**config.mk**
```make
export PLATFORM = sky130hd
export DESIGN_NAME = alu_arbiter_ctrl
export DESIGN_NICKNAME = d
export VERILOG_FILES = /design/src/rtl/alu_pkg.sv /design/src/rtl/alu.sv /design/src/rtl/alu_arbiter_ctrl.sv
export SDC_FILE = /design/constraint.sdc
export NUM_CORES = 2
export LEC_CHECK = 0
export ABC_CLOCK_PERIOD_IN_PS = 100200
export CAP_MARGIN = 20
export CORE_MARGIN = 2
export CORE_UTILIZATION = 40
export CTS_CLUSTER_DIAMETER = 200
export DETAILED_ROUTE_END_ITERATION = 10
export GPL_TIMING_DRIVEN = 0
export PLACE_DENSITY = 0.6
export SETUP_SLACK_MARGIN = 0.4
export SYNTH_ARGS = -nofsm -noshare
export SYNTH_HDL_FRONTEND = slang
export SYNTH_HIERARCHICAL = 1
export SYNTH_SLANG_ARGS = --single-unit
```
**constraint.sdc**
```tcl
create_clock -name clk -period 100.2 [get_ports clk]
set_input_delay 20.04 -clock clk [delete_from_list [all_inputs] [get_ports clk]]
set_output_delay 20.04 -clock clk [all_outputs]
set_load 0.03 [all_outputs]
```
**src/rtl/alu_pkg.sv**
```systemverilog
// Shared opcode, flag-index and controller state definitions for the alu and its arbiter.
package alu_pkg;

    localparam logic [3:0] OP_ADD  = 4'd0;
    localparam logic [3:0] OP_SUB  = 4'd1;
    localparam logic [3:0] OP_NOT  = 4'd2;
    localparam logic [3:0] OP_AND  = 4'd3;
    localparam logic [3:0] OP_OR   = 4'd4;
    localparam logic [3:0] OP_NOR  = 4'd5;
    localparam logic [3:0] OP_NAND = 4'd6;
    localparam logic [3:0] OP_XOR  = 4'd7;
    localparam logic [3:0] OP_XNOR = 4'd8;
    localparam logic [3:0] OP_MUL  = 4'd9;
    localparam logic [3:0] OP_DIV  = 4'd10;
    localparam logic [3:0] OP_EQ   = 4'd11;
    localparam logic [3:0] OP_GT   = 4'd12;
    localparam logic [3:0] OP_LSH  = 4'd13;
    localparam logic [3:0] OP_RSH  = 4'd14;

    localparam int FLG_ZERO   = 4;
    localparam int FLG_SIGN   = 3;
    localparam int FLG_CARRY  = 2;
    localparam int FLG_OVF    = 1;
    localparam int FLG_PARITY = 0;

    typedef enum logic [1:0] {
        ST_IDLE = 2'd0,
        ST_EXEC = 2'd1,
        ST_RESP = 2'd2
    } state_t;

    // mul and div are the multi-cycle paths through the alu
    function automatic logic is_slow_op(input logic [3:0] op);
        return (op == OP_MUL) || (op == OP_DIV);
    endfunction

endpackage

```
**src/rtl/alu.sv**
```systemverilog
// 32-bit combinational alu; every output is forced to zero while en is low.
module alu
    import alu_pkg::*;
(
    input  logic        en,
    input  logic [3:0]  opcode,
    input  logic [31:0] a,
    input  logic [31:0] b,
    input  logic        cin,
    input  logic        bin,
    output logic [31:0] result,
    output logic [31:0] sum,
    output logic [31:0] diff,
    output logic        cout,
    output logic        bout,
    output logic [4:0]  flags
);

    logic [32:0] sum_w;
    logic [32:0] diff_w;
    logic [31:0] res;
    logic        carry;
    logic        ovf;
    logic [4:0]  flags_w;

    always_comb begin
        sum_w   = {1'b0, a} + {1'b0, b} + {32'd0, cin};
        diff_w  = {1'b0, a} - {1'b0, b} - {32'd0, bin};
        res     = '0;
        carry   = 1'b0;
        ovf     = 1'b0;
        unique case (opcode)
            OP_ADD: begin
                res   = sum_w[31:0];
                carry = sum_w[32];
                ovf   = (a[31] == b[31]) && (res[31] != a[31]);
            end
            OP_SUB: begin
                res   = diff_w[31:0];
                carry = diff_w[32];
                ovf   = (a[31] != b[31]) && (res[31] != a[31]);
            end
            OP_NOT:  res = ~a;
            OP_AND:  res = a & b;
            OP_OR:   res = a | b;
            OP_NOR:  res = ~(a | b);
            OP_NAND: res = ~(a & b);
            OP_XOR:  res = a ^ b;
            OP_XNOR: res = ~(a ^ b);
            OP_MUL:  res = a * b;
            OP_DIV:  res = (b == '0) ? '0 : a / b;
            OP_EQ:   res = {31'd0, a == b};
            OP_GT:   res = {31'd0, a > b};
            OP_LSH:  res = a << b[4:0];
            OP_RSH:  res = a >> b[4:0];
            default: res = '0;
        endcase

        flags_w             = '0;
        flags_w[FLG_ZERO]   = (res == '0);
        flags_w[FLG_SIGN]   = res[31];
        flags_w[FLG_CARRY]  = carry;
        flags_w[FLG_OVF]    = ovf;
        flags_w[FLG_PARITY] = ^res;

        result = en ? res : '0;
        flags  = en ? flags_w : '0;
        sum    = en ? sum_w[31:0] : '0;
        diff   = en ? diff_w[31:0] : '0;
        cout   = en & sum_w[32];
        bout   = en & diff_w[32];
    end

endmodule

```
**src/rtl/alu_arbiter_ctrl.sv**
```systemverilog
// Round-robin arbiter sharing one alu between two command ports, with opcode-dependent
// execute latency and a held valid/ready response port.
module alu_arbiter_ctrl
    import alu_pkg::*;
#(
    parameter int SLOW_LAT = 4,
    parameter int FAST_LAT = 1
) (
    input  logic        clk,
    input  logic        rst_n,
    input  logic        req0_valid,
    output logic        req0_ready,
    input  logic [3:0]  req0_opcode,
    input  logic [31:0] req0_a,
    input  logic [31:0] req0_b,
    input  logic        req0_cin,
    input  logic        req1_valid,
    output logic        req1_ready,
    input  logic [3:0]  req1_opcode,
    input  logic [31:0] req1_a,
    input  logic [31:0] req1_b,
    input  logic        req1_cin,
    output logic        rsp_valid,
    input  logic        rsp_ready,
    output logic        rsp_id,
    output logic [31:0] rsp_result,
    output logic [4:0]  rsp_flags,
    output logic        busy
);

    localparam int MAX_LAT = (SLOW_LAT > FAST_LAT) ? SLOW_LAT : FAST_LAT;
    localparam int CNT_W   = (MAX_LAT > 1) ? $clog2(MAX_LAT) : 1;

    if (SLOW_LAT < 1 || FAST_LAT < 1) begin : g_bad_lat
        $error("alu_arbiter_ctrl: SLOW_LAT and FAST_LAT must both be >= 1");
    end

    state_t           state_q, state_d;
    logic [CNT_W-1:0] cnt_q, cnt_d;
    logic             last_grant_q, last_grant_d;
    logic [3:0]       op_q, op_d;
    logic [31:0]      a_q, a_d;
    logic [31:0]      b_q, b_d;
    logic             cin_q, cin_d;
    logic             id_q, id_d;
    logic             rsp_valid_q, rsp_valid_d;
    logic             rsp_id_q, rsp_id_d;
    logic [31:0]      rsp_result_q, rsp_result_d;
    logic [4:0]       rsp_flags_q, rsp_flags_d;

    logic             in_idle;
    logic             grant_id;
    logic             accept;
    logic [3:0]       sel_op;
    logic             alu_en;
    logic [31:0]      alu_result;
    logic [4:0]       alu_flags;

    function automatic logic [CNT_W-1:0] lat_cnt(input logic [3:0] op);
        return is_slow_op(op) ? CNT_W'(SLOW_LAT - 1) : CNT_W'(FAST_LAT - 1);
    endfunction

    // Handshakes: a command moves on the rising edge where reqN_valid & reqN_ready, and ready is
    // raised only in IDLE for the granted requester; a response is held from capture until the
    // edge where rsp_valid & rsp_ready.
    always_comb begin
        in_idle    = (state_q == ST_IDLE);
        grant_id   = (req0_valid & req1_valid) ? ~last_grant_q : req1_valid;
        req0_ready = in_idle & req0_valid & ~grant_id;
        req1_ready = in_idle & req1_valid & grant_id;
        accept     = req0_ready | req1_ready;
        sel_op     = grant_id ? req1_opcode : req0_opcode;
    end

    always_comb begin
        state_d      = state_q;
        cnt_d        = cnt_q;
        last_grant_d = last_grant_q;
        op_d         = op_q;
        a_d          = a_q;
        b_d          = b_q;
        cin_d        = cin_q;
        id_d         = id_q;
        rsp_valid_d  = rsp_valid_q;
        rsp_id_d     = rsp_id_q;
        rsp_result_d = rsp_result_q;
        rsp_flags_d  = rsp_flags_q;
        unique case (state_q)
            ST_IDLE: begin
                if (accept) begin
                    op_d         = sel_op;
                    a_d          = grant_id ? req1_a : req0_a;
                    b_d          = grant_id ? req1_b : req0_b;
                    cin_d        = grant_id ? req1_cin : req0_cin;
                    id_d         = grant_id;
                    last_grant_d = grant_id;
                    cnt_d        = lat_cnt(sel_op);
                    state_d      = ST_EXEC;
                end
            end
            ST_EXEC: begin
                if (cnt_q == '0) begin
                    rsp_result_d = alu_result;
                    rsp_flags_d  = alu_flags;
                    rsp_id_d     = id_q;
                    rsp_valid_d  = 1'b1;
                    state_d      = ST_RESP;
                end else begin
                    cnt_d = cnt_q - CNT_W'(1);
                end
            end
            ST_RESP: begin
                if (rsp_ready) begin
                    rsp_valid_d = 1'b0;
                    state_d     = ST_IDLE;
                end
            end
            default: state_d = ST_IDLE;
        endcase
    end

    always_ff @(posedge clk or negedge rst_n) begin
        if (!rst_n) begin
            state_q      <= ST_IDLE;
            cnt_q        <= '0;
            last_grant_q <= 1'b1;
            op_q         <= '0;
            a_q          <= '0;
            b_q          <= '0;
            cin_q        <= 1'b0;
            id_q         <= 1'b0;
            rsp_valid_q  <= 1'b0;
            rsp_id_q     <= 1'b0;
            rsp_result_q <= '0;
            rsp_flags_q  <= '0;
        end else begin
            state_q      <= state_d;
            cnt_q        <= cnt_d;
            last_grant_q <= last_grant_d;
            op_q         <= op_d;
            a_q          <= a_d;
            b_q          <= b_d;
            cin_q        <= cin_d;
            id_q         <= id_d;
            rsp_valid_q  <= rsp_valid_d;
            rsp_id_q     <= rsp_id_d;
            rsp_result_q <= rsp_result_d;
            rsp_flags_q  <= rsp_flags_d;
        end
    end

    assign alu_en = (state_q == ST_EXEC);

    alu u_alu (
        .en     (alu_en),
        .opcode (op_q),
        .a      (a_q),
        .b      (b_q),
        .cin    (cin_q),
        .bin    (cin_q),
        .result (alu_result),
        .sum    (),
        .diff   (),
        .cout   (),
        .bout   (),
        .flags  (alu_flags)
    );

    assign rsp_valid  = rsp_valid_q;
    assign rsp_id     = rsp_id_q;
    assign rsp_result = rsp_result_q;
    assign rsp_flags  = rsp_flags_q;
    assign busy       = (state_q != ST_IDLE);

endmodule

```
## After elaboration in Yosys (flattened, before gate mapping)

Index checks and enable logic that the tools add are counted.

- Flip-flop bits (word level): 114
- Bits of input ports: 143
- Word-level logic and storage cells: 101

- Add/subtract/negate cells: 5
- $mul: 1
- Div/mod/pow operators: 1
- $lt $le $gt $ge: 1
- Eq/ne operators: 27
- Shift-type cells: 2
- Multiplexer cells: 20
- Bitwise gates (word level): 15
- Reduce and logical (&&, ||, !) cells: 17

Operator list:

| cell | count |
|---|---|
| 32-bit one-hot mux with 15 select lines | 1 |
| 32-bit NOT | 4 |
| 32-bit 2-to-1 mux | 3 |
| 32-bit logical NOT | 2 |
| 4-bit == test (second input constant) | 9 |
| 32-bit by 32-bit adder with 33-bit output | 1 |
| 33-bit by 1-bit adder with 33-bit output | 1 |
| 32-bit by 32-bit subtractor with 33-bit output | 1 |
| 33-bit by 1-bit subtractor with 33-bit output | 1 |
| 32-bit bitwise AND | 1 |
| 32-bit by 32-bit divider with 32-bit output | 1 |
| 32-bit == test | 1 |
| 32-bit > comparator | 1 |
| 32-bit by 32-bit multiplier with 32-bit output | 1 |
| 32-bit OR | 1 |
| 32-bit XOR reduction | 1 |
| 32-bit by 5-bit left shift with 32-bit output | 1 |
| 32-bit by 5-bit >> shifter with 32-bit output | 1 |
| 32-bit bitwise XOR | 1 |
| 4-bit by 3-bit == test with 1-bit output (second input constant) | 4 |
| 2-bit 2-to-1 mux | 6 |
| 3-bit AND reduction | 3 |
| 4-bit by 2-bit == test with 1-bit output (second input constant) | 2 |
| 1-bit one-hot mux with 2 select lines | 3 |
| 21 further kinds | 38 |

## Depth between registers and ports, before layout

- Depth after elaboration: 8
- Depth in mapped cells: 349
- Mapped depth without buffers: 315

## Cells and area by module

Netlist, hierarchy kept.

Modules (own cells, without submodules):

| module | times used | cells an instance | area an instance (um2) |
|---|---|---|---|
| alu | 1 | 7860 | 55987.4 |
| alu_arbiter_ctrl | 1 | 424 | 4998.5 |

## Worst setup path after synthesis

Ideal clock, no wire load.

- Path kind: flip-flop to flip-flop
- Start: register b_q[0]
- End: register rsp_flags_q[0], in the netlist rsp_flags[0]
- Setup time: 125 ps
- Data arrival time: 72510 ps
- Required time: 100075 ps
- Slack: 27565 ps
- Cell stages (with the launch flop): 317
- Clock period less this slack: 72635 ps
- Cells stage by stage: dfrtp_1 -> clkbuf_1 -> clkbuf_1 -> clkinv_1 -> clkbuf_1 -> ha_1 -> nand3_1 -> nor4_1 -> a2bb2oi_1 -> ha_1 -> o21a_1 -> o211ai_1 -> nor4_1 -> mux2i_1 -> ha_1 -> o21a_1 -> o221ai_1 -> or4_1 -> [281 not listed] -> a21o_1 -> a21o_1 -> a21oi_1 -> nor2b_1 -> o21ai_0 -> nand2b_1 -> a21oi_1 -> o211ai_1 -> a221o_1 -> a21oi_1 -> o221a_2 -> ha_1 -> xor2_1 -> xnor2_1 -> xnor2_1 -> xnor2_1 -> nor2_1 -> mux2_2

- Cells in the longest elaborated chain, start to end: 4
- Elaborated cells on any way between the ends: 20

Ends and longest elaborated chain:

| item | line | RTL |
|---|---|---|
| from (decl) | alu_arbiter_ctrl.sv:43 | `logic [31:0] b_q, b_d;` |
| from (signal assigned) | alu_arbiter_ctrl.sv:129 | `b_q <= '0;` |
| from (signal assigned) | alu_arbiter_ctrl.sv:142 | `b_q <= b_d;` |
| 32-bit by 32-bit divider with 32-bit output, or another cell as far along | alu.sv:51 | `OP_DIV: res = (b == '0) ? '0 : a / b;` |
| 32-bit 2-to-1 mux, or another cell as far along | alu.sv:51 |  |
| 32-bit one-hot mux with 15 select lines (*) | alu.sv:32 | `unique case (opcode)` |
| 32-bit XOR reduction (*) | alu.sv:64 | `flags_w[FLG_PARITY] = ^res;` |
| via alu_flags[0] | alu_arbiter_ctrl.sv:57 | `logic [4:0] alu_flags;` |
| to (signal assigned) | alu_arbiter_ctrl.sv:148 | `rsp_flags_q <= rsp_flags_d;` |
| to (decl) | alu_arbiter_ctrl.sv:49 | `logic [4:0] rsp_flags_q, rsp_flags_d;` |

The timed path passes the listed nets; every way through them passes the cells marked *.
A chain may end at the register's enable or synchronous reset.

## Worst setup path after layout

Ends and elaborated chain as after synthesis.

==> flow_metrics.env <==
export IMPL_final_common_cell="nand2_1"
export IMPL_antenna_found_initial=27
export IMPL_die_area_mm2=0.154
export IMPL_cpMaxStageDelayCell="o31ai_1"
export IMPL_syn_inst=8208
export IMPL_vias_per_cell=6.40
export IMPL_min_period_over_period_pct=95.8
export IMPL_worstSetupEndpointType="register"
export IMPL_critPathArrivalTime_ns=96.32
export IMPL_drt_iter0_markers=8266
export IMPL_startpoint_type="register"
export IMPL_tritoncts="built"
export IMPL_clockBufferDepth=2
export IMPL_syn2layout_area_growth_pct=10.1
export IMPL_worst_setup_path_type="register to register"
export IMPL_worstMarginPinSlew_ns=1.30
export IMPL_routed_wl_mm=329
export IMPL_setup_violations=0
export IMPL_hpwl_mm=272
export IMPL_rows=142
export IMPL_grt_pass1_wl_mm=463
export IMPL_dp_cells=10500
export IMPL_clk_latency_ns=0.48
export IMPL_crit_path_frequent_cell="ha_1"
export IMPL_hold_violations=0
export IMPL_portBuffers=184
export IMPL_instances_no_fill=10500
export IMPL_synth_nets=9593
export IMPL_num_fill_cells=15500
export IMPL_crit_path_max_fanout=24
export IMPL_final_nets=9845
export IMPL_via_count=67200
export IMPL_ant_nets=0
export IMPL_netlist_area_mm2=0.0605
export IMPL_post_route_min_period_ns=95.97
export IMPL_drive_gt1_share_pct=5.71
export IMPL_gp_congestion=1.15
export IMPL_clk_pin_slew_worst_paths_ns=0.07
export IMPL_grt_pass1_vias=64300
export IMPL_gr_total_overflow=0
export IMPL_drc=0
export IMPL_cp_required_ns=100.55
export IMPL_synth_area_per_cell_um2=7.38
export IMPL_hp_class="register to register"
export IMPL_reg2reg_depth=321
export IMPL_fin_skew_ns=0.0201
export IMPL_initial_core_util_pct=40.3
export IMPL_clkSinkCount=114
export IMPL_track_usage_pct=41.6
export IMPL_die_x_um=393
export IMPL_pin_count=185
export IMPL_cts_htree_levels=4
export IMPL_outcome="completed"
export IMPL_rsz0062_at_grt="no"
export IMPL_cts_buffers=17
export IMPL_cpPeakStageDelay_ns=0.71
export IMPL_whs_path_depth=2
export IMPL_slew_headroom_pct=13.2
export IMPL_cts_root_buf="clkbuf_16"
export IMPL_wl_per_cell_um=31.3
export IMPL_drtPass1Iterations=7
export IMPL_yosysWarnings=6
export IMPL_die_h_um=393
export IMPL_max_cap_violations=0
export IMPL_slew_violations=0
export IMPL_postCtsHoldBufs=0
export IMPL_max_freq_mhz=10.4
export IMPL_core_area_mm2=0.150
export IMPL_grt_max_degree=81
export IMPL_mostFrequentLayoutCells="nand2_1, nor2_1, ha_1, inv_1, a21oi_1"
final timing paths:
check / from / to / slack, ns
max in group asynchronous: rst_n / a_q[3]$_DFFE_PN0P_ / 79.94
worst max-delay path: b_q[0]$_DFFE_PN0P_ / rsp_flags[0]$_DFFE_PN0P_ / 4.23
worst min-delay path: last_grant_q$_DFFE_PN1P_ / last_grant_q$_DFFE_PN1P_ / 0.49
worst max register to register: b_q[0]$_DFFE_PN0P_ / rsp_flags[0]$_DFFE_PN0P_ / 4.23
worst min register to register: last_grant_q$_DFFE_PN1P_ / last_grant_q$_DFFE_PN1P_ / 0.49
min in group asynchronous: rst_n / rsp_result[4]$_DFFE_PN0P_ / 19.47
stage by stage:
stage	area [um2]	hold WS [ns]	util (%)	setup TNS [ns]	setup slack, ns
finish	66600	0.492	44.4	0	4.23
detailed placement	65800	0.471	43.8	-8.13	-3.23
global placement	64900	0.469	43.2	-23.73	-7.29
global route	66600	0.502	44.4	0	0.439
floorplan	60500	0.446	-	0	27.57
CTS	66400	0.484	44.3	0	0.409
cell type report:
cell class / count / area, um2 / area share [%]
Timing Repair Buffer: 233 / 2680 / 4.02
Sequential cell: 114 / 2860 / 4.28
Multi-Input combinational cell: 6945 / 53400 / 80.1
Tap cell: 2016 / 2520 / 3.78
Clock inverter: 14 / 201 / 0.302
Antenna cell: 14 / 35.0 / 0.0526
Inverter: 755 / 2850 / 4.28
Buffer: 394 / 1670 / 2.51
Clock buffer: 17 / 425 / 0.638
state kept, by name (all words and copies together), names as in the netlist, 2 cells and up:
signal and flops:
a_q 32, b_q 32, rsp_result 32, rsp_flags 5, op_q 4, cnt_q 2, state_q 2
critical path, delay by kind of cell, from the launching register on:
kind	cells	cell delay, ns
AOI/OAI and AO/OA	145	43.23
buffers and inverters	57	20.55
and+or+nand+nor	74	17.17
adders and majority gates	33	10.34
muxes	8	2.86
xor gates and xnor gates	4	0.66
DFF	1	0.65
what timing repair did:
item                                    CTS  global route
endpoints found under the setup margin    3             4
gates cloned                              0             0
resized for setup                        22            66
endpoints found under the hold margin     0             0
setup buffers                             0             0
routing by layer:
metal	track usage (%)	share of wire [%]	routed length (um)
met5	0	0.026	87
met4	25.0	7.2	23500
met3	10.1	11	34900
met2	62.5	42	137000
met1	53.7	41	133000
Power is not shown: default switching activity piles up to over one toggle a cycle in this logic, so the estimate is an artifact.
